### src/rtl/hazard_pkg.sv
// hazard_pkg: shared definitions for the pipeline hazard controller.
//   - Forwarding select encodings for the ID-stage operand muxes.
//   - FSM state encoding (RUN / DRAIN / HALT).
//   - Scoreboard slot layout and the forwarding-select helper.
package hazard_pkg;

  // Operand mux selects
  localparam logic [1:0] FWD_RF   = 2'b00;  // register file qa/qb
  localparam logic [1:0] FWD_EALU = 2'b01;  // EXE-stage ALU result
  localparam logic [1:0] FWD_MALU = 2'b10;  // MEM-stage ALU result
  localparam logic [1:0] FWD_MMEM = 2'b11;  // MEM-stage data-memory output

  // Controller FSM states
  localparam logic [1:0] RUN   = 2'd0;
  localparam logic [1:0] DRAIN = 2'd1;
  localparam logic [1:0] HALT  = 2'd2;

  // One in-flight destination record
  typedef struct packed {
    logic       wreg;
    logic       m2reg;
    logic [4:0] dest;
  } slot_t;

  // A slot produces register r only if it writes, targets r, and r is not r0.
  function automatic logic slot_match(input slot_t s, input logic [4:0] r);
    return s.wreg && (s.dest == r) && (r != 5'd0);
  endfunction

  // E beats M because it holds the younger write. A load in E has no data
  // yet, so it cannot forward; that case is the load-use stall instead.
  function automatic logic [1:0] fwd_sel(input slot_t e, input slot_t m,
                                         input logic [4:0] r);
    if (slot_match(e, r) && !e.m2reg) return FWD_EALU;
    if (slot_match(m, r))             return m.m2reg ? FWD_MMEM : FWD_MALU;
    return FWD_RF;
  endfunction

endpackage

### src/rtl/hazard_scoreboard.sv
// hazard_scoreboard: two-slot E/M shift register of in-flight destinations.
// Ports:
//   clk, rst      - clock, synchronous active-high reset
//   id_slot_i     - destination record of the instruction leaving ID
//   bubble_i      - load an empty record into E instead of id_slot_i
//   e_slot_o      - record of the instruction now in EXE
//   m_slot_o      - record of the instruction now in MEM
module hazard_scoreboard
  import hazard_pkg::*;
(
  input  logic  clk,
  input  logic  rst,
  input  slot_t id_slot_i,
  input  logic  bubble_i,
  output slot_t e_slot_o,
  output slot_t m_slot_o
);

  slot_t e_q, m_q;

  // NOTE: reset is synchronous, so it lives inside the clocked block and
  // needs no sensitivity entry of its own; sequential state uses <= only.
  always_ff @(posedge clk) begin
    if (rst) begin
      e_q <= '0;
      m_q <= '0;
    end else begin
      m_q <= e_q;
      e_q <= bubble_i ? slot_t'('0) : id_slot_i;
    end
  end

  assign e_slot_o = e_q;
  assign m_slot_o = m_q;

endmodule

### src/rtl/hazard_ctrl.sv
// hazard_ctrl: forwarding selects, load-use stall and drain/halt control
// for the 5-stage mini CPU.
// Ports:
//   clk, rst                     - clock, synchronous active-high reset
//   pc                           - current fetch address
//   id_rs, id_rt, id_uses_rt     - ID-stage source fields
//   id_wreg, id_m2reg, id_dest   - ID-stage destination info
//   pc_en, ifid_en, ifid_flush   - fetch-side pipeline controls
//   idexe_bubble                 - zero the control bits entering IDEXE
//   fwda, fwdb                   - operand A/B forwarding selects
//   halted                       - core is in HALT
//   stall_count                  - saturating count of load-use stall cycles
module hazard_ctrl
  import hazard_pkg::*;
#(
  parameter logic [31:0] PC_LIMIT     = 32'd128,
  parameter int unsigned DRAIN_CYCLES = 4,
  parameter int unsigned CNT_W        = 16
) (
  input  logic             clk,
  input  logic             rst,
  input  logic [31:0]      pc,
  input  logic [4:0]       id_rs,
  input  logic [4:0]       id_rt,
  input  logic             id_uses_rt,
  input  logic             id_wreg,
  input  logic             id_m2reg,
  input  logic [4:0]       id_dest,
  output logic             pc_en,
  output logic             ifid_en,
  output logic             ifid_flush,
  output logic             idexe_bubble,
  output logic [1:0]       fwda,
  output logic [1:0]       fwdb,
  output logic             halted,
  output logic [CNT_W-1:0] stall_count
);

  localparam int unsigned DW = (DRAIN_CYCLES < 2) ? 1 : $clog2(DRAIN_CYCLES + 1);

  slot_t id_slot, e_slot, m_slot;
  logic  load_use;

  logic [1:0]       state_q, state_d;
  logic [DW-1:0]    drain_q, drain_d;
  logic [CNT_W-1:0] stall_q, stall_d;

  assign id_slot = '{wreg: id_wreg, m2reg: id_m2reg, dest: id_dest};

  hazard_scoreboard u_scoreboard (
    .clk       (clk),
    .rst       (rst),
    .id_slot_i (id_slot),
    .bubble_i  (idexe_bubble),
    .e_slot_o  (e_slot),
    .m_slot_o  (m_slot)
  );

  assign fwda = fwd_sel(e_slot, m_slot, id_rs);
  assign fwdb = id_uses_rt ? fwd_sel(e_slot, m_slot, id_rt) : FWD_RF;

  // A load in E whose result ID needs now cannot be forwarded until MEM.
  assign load_use = e_slot.wreg && e_slot.m2reg && (e_slot.dest != 5'd0) &&
                    ((e_slot.dest == id_rs) || (id_uses_rt && (e_slot.dest == id_rt)));

  always_comb begin
    // NOTE: every output and next-state signal gets a default first, so no
    // path through the case can leave one unassigned and infer a latch.
    state_d      = state_q;
    drain_d      = drain_q;
    pc_en        = 1'b1;
    ifid_en      = 1'b1;
    ifid_flush   = 1'b0;
    idexe_bubble = 1'b0;
    case (state_q)
      RUN: begin
        if (load_use) begin
          pc_en        = 1'b0;
          ifid_en      = 1'b0;
          idexe_bubble = 1'b1;
        end else if (pc >= PC_LIMIT) begin
          state_d = DRAIN;
          drain_d = DW'(DRAIN_CYCLES);
        end
      end
      DRAIN: begin
        pc_en = 1'b0;
        if (load_use) begin
          // Hold IFID so the dependent instruction retries; counter frozen.
          ifid_en      = 1'b0;
          idexe_bubble = 1'b1;
        end else begin
          ifid_flush = 1'b1;
          if (drain_q > DW'(1)) begin
            drain_d = drain_q - DW'(1);
          end else begin
            drain_d = '0;
            state_d = HALT;
          end
        end
      end
      HALT: begin
        pc_en        = 1'b0;
        ifid_en      = 1'b0;
        idexe_bubble = 1'b1;
      end
      default: state_d = RUN;
    endcase
  end

  always_comb begin
    stall_d = stall_q;
    if (load_use && (stall_q != '1)) stall_d = stall_q + CNT_W'(1);
  end

  always_ff @(posedge clk) begin
    if (rst) begin
      state_q <= RUN;
      drain_q <= '0;
      stall_q <= '0;
    end else begin
      state_q <= state_d;
      drain_q <= drain_d;
      stall_q <= stall_d;
    end
  end

  assign halted      = (state_q == HALT);
  assign stall_count = stall_q;

endmodule

### config.mk
export PLATFORM = sky130hd
export DESIGN_NAME = hazard_ctrl
export DESIGN_NICKNAME = d
export VERILOG_FILES = /design/src/rtl/hazard_pkg.sv /design/src/rtl/hazard_scoreboard.sv /design/src/rtl/hazard_ctrl.sv
export SDC_FILE = /design/constraint.sdc
export NUM_CORES = 1
export LEC_CHECK = 0
export ABC_CLOCK_PERIOD_IN_PS = 2950
export CORE_MARGIN = 2
export CORE_UTILIZATION = 45
export DETAILED_ROUTE_END_ITERATION = 10
export DONT_BUFFER_PORTS = 1
export GPL_ROUTABILITY_DRIVEN = 0
export PLACE_DENSITY = 0.67
export SYNTH_ARGS = -nofsm -noshare
export SYNTH_HDL_FRONTEND = slang
export SYNTH_SLANG_ARGS = --single-unit
### constraint.sdc
create_clock -name clk -period 2.95 [get_ports clk]
set_input_delay 0.7375 -clock clk [delete_from_list [all_inputs] [get_ports clk]]
set_output_delay 0.7375 -clock clk [all_outputs]
set_load 0.03 [all_outputs]
==> flow_summary_export.csv, run 1 <==
group,metric,value,unit
outcome,status,"finished, final reports clean",
worst_setup_path,crit_type,"primary input to primary output",
routing,first_pass_iters,4,
clocking,cts_resized,0,
die,ios,77,
clocking,clockRootBuffer,"clkbuf_8",
worst_setup_path,start_kind,"primary input",
worst_setup_path,critPathArrivalTime,2050,ps
synth,netlist_area,1970,µm²
place,hpwl,3220,µm
place,placed_cells,288,
timing,setup_slack,163,ps
timing,fin_crit_sh,94.5,%
routing,routed-wl-met2,2050,µm
routing,ant_nets,0,
timing,report.final.setup_viol,0,
clocking,h-tree-depth,2,
timing,finalMaxSlewViolations,0,
timing,hold_violations,0,
cells_and_area,final_cells,296,
pwr,power_frac_comb,31.6,%
clocking,numCtsBuffers,5,
global_route,grt_pass1_wl,7270,µm
pwr,swShare,35.4,%
synth,yosys.area.top_type,"dfxtp_1",
synth,syn_inst,235,
cells_and_area,final_util,50.4,%
routing,drt_wl_total,4390,µm
pwr,p_sw,469,µW
clocking,clk_pin_slew,70,ps
worst_setup_path,cp_max_fo,8,
routing,dr.first_iter.drc_count,93,
clocking,cts_setup_buffers,0,
synth,synth_edf_count,0,
pwr,leakagePower,0.000722,µW
synth,synth_top_area_share,35.5,%
worst_setup_path,worst_path_max_delay_cell,"a2111oi_4",
synth,synthFlopType,"dfxtp_1",
cells_and_area,drive_gt1_share,9.84,%
synth,synth_seq_area_share,35.5,%
timing,fin_tns_setup,0,ps
routing,wl_per_cell,14.8,µm
worst_setup_path,worst_ep_required_time,2210,ps
clocking,cts_hold_buf,0,
pwr,pwr-share-seq,42.9,%
die,die_height,70.2,µm
cells_and_area,diodes,0,
timing,slew_headroom,67.4,%
routing,drc_errors,0,
synth,synthArstFlopShare,0,%
global_route,antenna_found_initial,0,
global_route,grt_max_degree,38,
die,initial_utilization,46.0,%
routing,wl_met1,1880,µm
synth,synth_area_leaders,"dfxtp_1 35%, xnor2_1 4.9%, a21oi_1 4.3%",
routing,top_layer,"met4",
worst_setup_path,worstPathCellList,"nor2b_1 -> a2111oi_4 -> and3_1 -> o21ai_2 -> mux2i_4 -> buf_4",
timing,rsz0062_at_grt,"no",
die,num_rows,24,
timing,tightest_slew,488,ps
place,pre_cts_slack,159,ps
die,core_area,4290,µm²
timing,period_minus_slack,2790,ps
job,drv_cap,0,
clocking,clock_sinks,35,
routing,vias,1767,
synth,ys_ff_latch,35,
worst_setup_path,cpPeakStageDelay,340,ps
synth,syn-mean-instance-area,8.40,µm²
clocking,cts_tree,"yes",
die,dieArea,4930,µm²
die,die_w,70.2,µm
routing,routed-wl-met3,401,µm
worst_hold_path,hold_path_class,"flop to flop",
global_route,grt_pass1_vias,1648,
cells_and_area,area_growth,9.70,%
cells_and_area,fin_area,2170,µm²
clocking,clk_latency,280,ps
cells_and_area,nets,301,
worst_setup_path,cp-end-kind,"primary output",
routing,via_per_inst,5.97,
pwr,clockPowerShare,25.5,%
synth,synth_common_cells,"35 x dfxtp_1, 18 x nand2_1, 17 x a21oi_1",
synth,synth_most_common_cell,"dfxtp_1",
cells_and_area,fillers,419,
synth,synth_cell_types,40,
clocking,cts_buffer_depth,2,
pwr,peakVddDrop,0.372,mV
place,port_buffers,0,
global_route,grt_overflow,0,
global_route,grtUsageTotal,18.2,%
place,dpl_cell_area,2080,µm²
pwr,p_int,857,µW
synth,ys.warnings.count,0,
pwr,p_per_area,612,nW/µm²
timing,clock_skew,4.97,ps
synth,synth_nets,293,
timing,max_freq,359,MHz
## layout make-up
class / instances / area [µm²] / area share (%)
Clock buffer: 6 / 72.6 / 3.35
Clock inverter: 2 / 12.5 / 0.578
Inverter: 12 / 45.0 / 2.08
Multi-Input combinational cell: 179 / 1190 / 55.2
Sequential cell: 35 / 701 / 32.4
Tap cell: 52 / 65.1 / 3.00
Timing Repair Buffer: 10 / 75.1 / 3.47
## power groups by stage
stage | Clock [µW] | Sequential (µW) | Combinational (µW)
3_5_place_dp | 0 | 579 | 420
6_report | 339 | 568 | 419
3_3_place_gp | 0 | 578 | 415
2_1_floorplan | 0 | 566 | 345
5_1_grt | 367 | 576 | 459
4_1_cts | 350 | 568 | 422
## registers in the layout, indices dropped and copies added (netlist names)
name and flops:
drain_q 3, state_q 2, u_scoreboard.m_slot_o 7, u_scoreboard.e_slot_o 7, stall_count 16
## critical path, delay by kind of cell
| family | cells | cell delay, ps |
|---|---|---|
| buffers and inverters | 1 | 230 |
| multiplexers | 1 | 200 |
| AO/OA/AOI/OAI | 2 | 490 |
| AND/OR/NAND/NOR | 2 | 380 |
## routing by layer
layer  vias up  track usage, %
met5         -               0
met4         0            5.77
met3         6            7.94
met2        64            29.0
met1       817            22.0
li1        880               -
## final timing paths
kind | startpoint | end | slack (ps) | cells past startpoint
max | id_rt[0] | idexe_bubble | 160 | 6
min | u_scoreboard.e_slot_o[6] | u_scoreboard.m_slot_o[6] | 480 | 1
max reg2reg | u_scoreboard.e_slot_o[0] | stall_count[10] | 720 | 7
min reg2reg | u_scoreboard.e_slot_o[6] | u_scoreboard.m_slot_o[6] | 480 | 1
## cells by family (layout without fill, tap and decap cells)
| kind of cell | Yosys count | after routing | synth area share (%) |
|---|---|---|---|
| flops | 35 | 35 | 35.5 |
| simple gates | 106 | 106 | 30.9 |
| mux | 2 | 2 | 1.20 |
| compound gates | 47 | 47 | 16.2 |
| fa+ha+maj | 6 | 6 | 3.80 |
| xor+xnor | 18 | 18 | 7.98 |
| buf+inv | 21 | 30 | 4.44 |
## layout by cell type (no fill, tap or decap), types with 9 or more instances in the layout
cell type / count
dfxtp_1: 35
nand2_1: 18
a21oi_1: 17
nor2_1: 11
xnor2_1: 11
nand4_1: 11
nor2b_1: 11
inv_1: 10
or4_1: 10
buf_4: 10
or3_1: 9
o21ai_0: 9
## metrics by stage
stage | total power [µW] | hold slack, ps
global placement | 994 | 470
floorplan | 911 | 452
detailed placement | 999 | 473
CTS | 1340 | 486
global route | 1400 | 497
finish | 1330 | 482
(Power assumes the default switching activity.)
==> run 2: changes to the inputs <==
- CORE_MARGIN: 2 -> not set
- GPL_ROUTABILITY_DRIVEN: 0 -> not set
==> run 2 against run 1 <==
- sequential share of layout area increased by 0.38 points
- critical path type unchanged
- routed wire length decreased by 2.9%
- clock power decreased by 7.1%
- total power decreased by 0.58%
- clock skew increased by 1.1 ps
- register-to-register slack about the same
- hold slack got worse by 13 ps
- via count decreased by 3.2%
- setup slack improved by 32 ps
- critical endpoint unchanged
- sequential power about the same
- clock-buffer cell count unchanged
- cell count decreased by 2.4%
==> flow_summary_export.csv, run 2 (synthesized netlist as in run 1, its figures left out) <==
group,metric,value,unit
outcome,status,"finished, final reports clean",
pwr,peakVddDrop,0.528,mV
clocking,cts_buffer_depth,2,
worst_setup_path,worst_ep_required_time,2210,ps
place,port_buffers,0,
global_route,top_usage_layer,"met2",
routing,wl_per_cell,14.7,µm
global_route,grt_util_met2,32.8,%
timing,fin_crit_sh,93.4,%
die,initial_utilization,48.0,%
global_route,grt_pass1_wl,6730,µm
global_route,antenna_found_initial,0,
global_route,grt_max_degree,38,
timing,slew_headroom,66.5,%
pwr,leakagePower,0.000707,µW
worst_setup_path,cp-end-kind,"primary output",
clocking,clk_pin_slew,60,ps
worst_setup_path,worstPathCellList,"nor2b_1 -> a2111oi_4 -> and3_1 -> o21ai_2 -> mux2i_4 -> buf_12",
clocking,cts_setup_buffers,0,
global_route,grt_util_met1,22.2,%
cells_and_area,layout_common_cells,"35 x dfxtp_1, 18 x nand2_1, 17 x a21oi_1",
worst_setup_path,crit_type,"primary input to primary output",
place,place_congestion,0.788,
place,hpwl,3140,µm
routing,ant_nets,0,
timing,report.final.setup_viol,0,
timing,max_freq,363,MHz
cells_and_area,fin_area,2140,µm²
worst_setup_path,cpPeakStageDelay,330,ps
cells_and_area,layout_commonest_cell,"dfxtp_1",
clocking,cts_resized,0,
place,placed_cells,283,
cells_and_area,diodes,0,
die,die_w,68.2,µm
worst_setup_path,cp_max_fo,6,
worst_setup_path,worst_path_max_delay_cell,"a2111oi_4",
timing,holdWs,469,ps
clocking,h-tree-depth,2,
clocking,clock_sinks,35,
cells_and_area,area_growth,8.43,%
timing,hold_violations,0,
clocking,clockRootBuffer,"clkbuf_8",
timing,rsz0062_at_grt,"no",
die,num_rows,23,
routing,dr.first_iter.drc_count,60,
worst_setup_path,critPathArrivalTime,2020,ps
cells_and_area,final_util,52.0,%
cells_and_area,drive_gt1_share,7.95,%
timing,fin_tns_setup,0,ps
cells_and_area,fillers,377,
worst_hold_path,hold_path_class,"flop to flop",
routing,first_pass_iters,4,
timing,clock_skew,6.07,ps
timing,tightest_slew,501,ps
cells_and_area,largest_reg_flops,16,
global_route,grt_overflow,0,
cells_and_area,regArea,701,µm²
global_route,grt_pass1_vias,1595,
routing,drt_wl_total,4260,µm
die,dieArea,4660,µm²
timing,period_minus_slack,2760,ps
job,drv_cap,0,
cells_and_area,multi_input_area,1190,µm²
timing,finalMaxSlewViolations,0,
routing,via_per_inst,5.92,
routing,vias,1710,
cells_and_area,nets,298,
global_route,grtUsageTotal,19.6,%
global_route,use_met3,7.50,%
routing,drc_errors,0,
die,core_area,4120,µm²
worst_setup_path,cp.buffers_inverters,1,
clocking,clk_latency,290,ps
clocking,cts_tree,"yes",
die,ios,77,
worst_setup_path,start_kind,"primary input",
die,die_height,68.2,µm
place,dpl_cell_area,2070,µm²
clocking,cts_hold_buf,0,
cells_and_area,final_cells,289,
clocking,numCtsBuffers,5,
pwr,p_per_area,616,nW/µm²
worst_setup_path,cp_top_family,"compound AO/OA/AOI/OAI gates",
## run 2: worst paths after layout
kind	start	slack [ps]	cells past startpoint	to
setup reg to reg	u_scoreboard.e_slot_o[0]	730	7	stall_count[10]
hold / removal	u_scoreboard.e_slot_o[5]	470	1	u_scoreboard.m_slot_o[5]
hold reg to reg	u_scoreboard.e_slot_o[5]	470	1	u_scoreboard.m_slot_o[5]
setup / recovery	id_rt[0]	190	6	idexe_bubble
## run 2: stage by stage
stage                     setup slack (ps)  total power (µW)
final                                  195              1320
after global routing                   104              1400
after CTS                              191              1330
after detailed placement               192              1010
after global placement                 203              1010
after floorplan                       15.0               911
## run 2: area by class of cell
| class | instances | area share (%) |
|---|---|---|
| multi-input combinational | 179 | 55.8 |
| sequential | 35 | 32.7 |
| clock buffer | 6 | 3.39 |
| timing repair buffer | 7 | 3.04 |
| tap | 50 | 2.92 |
| inverter | 12 | 2.10 |
## run 2: where the power goes
part	leakage (µW)	internal [µW]	total [µW]	switching, µW
Combinational	0.000384	184	434	250
Sequential	0.000286	520	569	49.0
Clock	0.0000371	157	315	158
Total	0.000707	861	1320	457
## run 2: per-layer routing
| metal | routed length (µm) | vias up |
|---|---|---|
| li1 | - | 867 |
| met1 | 1870 | 772 |
| met2 | 1960 | 65 |
| met3 | 363 | 6 |
| met4 | 65 | 0 |
| met5 | 0 | - |
==> run 3: changes to the inputs <==
- CORE_UTILIZATION: 45 -> 60
- PLACE_DENSITY: 0.67 -> 0.83
==> run 3 against run 2 <==
- hold slack worse by 25 ps
- fmax is 1.3% lower
- routed wire length is 0.21% higher
- cell area is 1.1% lower
- cell count is 1.4% lower
- clock skew is 1.9 ps higher
- flip-flop and latch count stayed put
- core utilization is 17 points higher
- setup slack worse by 37 ps
- via count is 3.5% higher
- highest routed layer unchanged
==> flow_summary_export.csv, run 3 (synthesized netlist as in run 1, its figures left out) <==
group,metric,value,unit
outcome,status,"finished, final reports clean",
clocking,clockRootBuffer,"clkbuf_4",
job,drv_cap,0,
worst_setup_path,startpoint,"u_scoreboard.e_slot_o[3]",
routing,wl_per_cell,15.0,µm
cells_and_area,largest_reg_flops,16,
timing,clock_skew,7.98,ps
die,initial_utilization,64.1,%
die,num_rows,20,
worst_hold_path,worstHoldStart,"rst",
worst_hold_path,hold_path_class,"primary input to flop",
clocking,clk_pin_slew,120,ps
place,place_congestion,0.882,
timing,rsz0062_at_grt,"no",
routing,first_pass_iters,4,
timing,tightest_slew,494,ps
cells_and_area,layout_commonest_cell,"dfxtp_1",
cells_and_area,fillers,267,
timing,hold_violations,0,
cells_and_area,nets,298,
timing,slew_headroom,66.9,%
global_route,grt_overflow,0,
pwr,swShare,37.1,%
timing,fin_crit_sh,94.7,%
pwr,peakVddDrop,0.508,mV
timing,finalMaxSlewViolations,0,
cells_and_area,regArea,701,µm²
routing,vias,1769,
routing,drc_errors,0,
pwr,p_per_area,596,nW/µm²
pwr,power_frac_comb,34.0,%
cells_and_area,drive_gt1_share,9.13,%
clocking,cts_setup_buffers,0,
routing,via_per_inst,6.21,
global_route,grt_pass1_wl,6830,µm
pwr,clockPowerShare,20.7,%
routing,ant_nets,0,
worst_setup_path,cp_max_fo,6,
routing,drt_wl_total,4270,µm
cells_and_area,diodes,0,
die,core_area,3080,µm²
worst_setup_path,cpPeakStageDelay,380,ps
worst_setup_path,cp-end-kind,"primary output",
place,port_buffers,0,
worst_setup_path,worst_ep_required_time,2210,ps
cells_and_area,layout_common_cells,"35 x dfxtp_1, 18 x nand2_1, 17 x a21oi_1",
worst_setup_path,critPathArrivalTime,2060,ps
clocking,h-tree-depth,2,
die,die_w,59.4,µm
clocking,cts_tree,"yes",
timing,max_freq,358,MHz
clocking,cts_resized,0,
worst_setup_path,worstPathCellList,"xor2_1 -> a2111oi_4 -> and3_1 -> o21ai_2 -> mux2i_4 -> buf_12",
die,die_height,59.4,µm
die,ios,77,
clocking,numCtsBuffers,5,
timing,fin_tns_setup,0,ps
pwr,p_sw,468,µW
global_route,grtUsageTotal,25.7,%
clocking,clock_sinks,35,
timing,report.final.setup_viol,0,
clocking,cts_buffer_depth,2,
timing,holdWs,444,ps
die,dieArea,3520,µm²
timing,period_minus_slack,2790,ps
pwr,power.total,1260,µW
global_route,grt_max_degree,38,
clocking,cts_hold_buf,0,
pwr,leakagePower,0.000697,µW
worst_setup_path,r2r-start,"u_scoreboard.e_slot_o[3]",
pwr,pwr-share-seq,45.2,%
global_route,antenna_found_initial,0,
worst_setup_path,crit_type,"flop to primary output",
place,hpwl,3140,µm
worst_setup_path,start_kind,"flop",
pwr,p_int,794,µW
global_route,grt_pass1_vias,1505,
routing,dr.first_iter.drc_count,186,
cells_and_area,multi_input_area,1190,µm²
worst_setup_path,worst_path_max_delay_cell,"dfxtp_1",
cells_and_area,area_growth,7.29,%
clocking,clk_latency,350,ps
run 3: worst max-delay path: cells and delay by family (launching register included):
kind            cells  cell delay [ps]
mux                 1              270
compound gates      2              410
simple gates        1              270
flops               1              380
xor+xnor            1              210
buf+inv             1              170
run 3: final cells by class:
class | instances | share of cell area, %
clock buffer | 5 | 1.77
clock inverter | 3 | 0.945
inverter | 12 | 2.13
multi-input combinational | 179 | 56.4
sequential | 35 | 33.1
tap | 44 | 2.60
timing repair buffer | 7 | 3.07
run 3: routing by layer:
layer  part of all wire (%)  up-vias  global-route usage (%)
met5                      0        -                       0
met4                    1.6        0                    8.50
met3                    5.3        7                    5.90
met2                     49       60                    42.4
met1                     44      830                    32.9
li1                       -      872                       -
run 3: per-stage QoR:
step	instance area, µm²	utilization [%]	setup WS, ps	cells
6_report	2120	68.8	157	285
5_1_grt	2120	68.8	27.6	285
4_1_cts	2120	68.8	138	285
3_5_place_dp	2060	67.0	189	277
3_3_place_gp	2060	67.0	203	277
2_1_floorplan	1980	-	15.0	235
run 3: worst paths after layout:
kind / to / slack, ps / cells after the start
worst max-delay path: idexe_bubble / 160 / 6
worst min-delay path: stall_count[13] / 440 / 1
worst max register to register: stall_count[6] / 700 / 7
worst min register to register: u_scoreboard.m_slot_o[5] / 490 / 1
run 3: power groups by stage:
stage               Clock, µW  Sequential, µW  Combinational [µW]
floorplan                   0             566                 345
global placement            0             579                 421
detailed placement          0             581                 429
CTS                       266             570                 431
global route              288             576                 476
finish                    262             571                 429
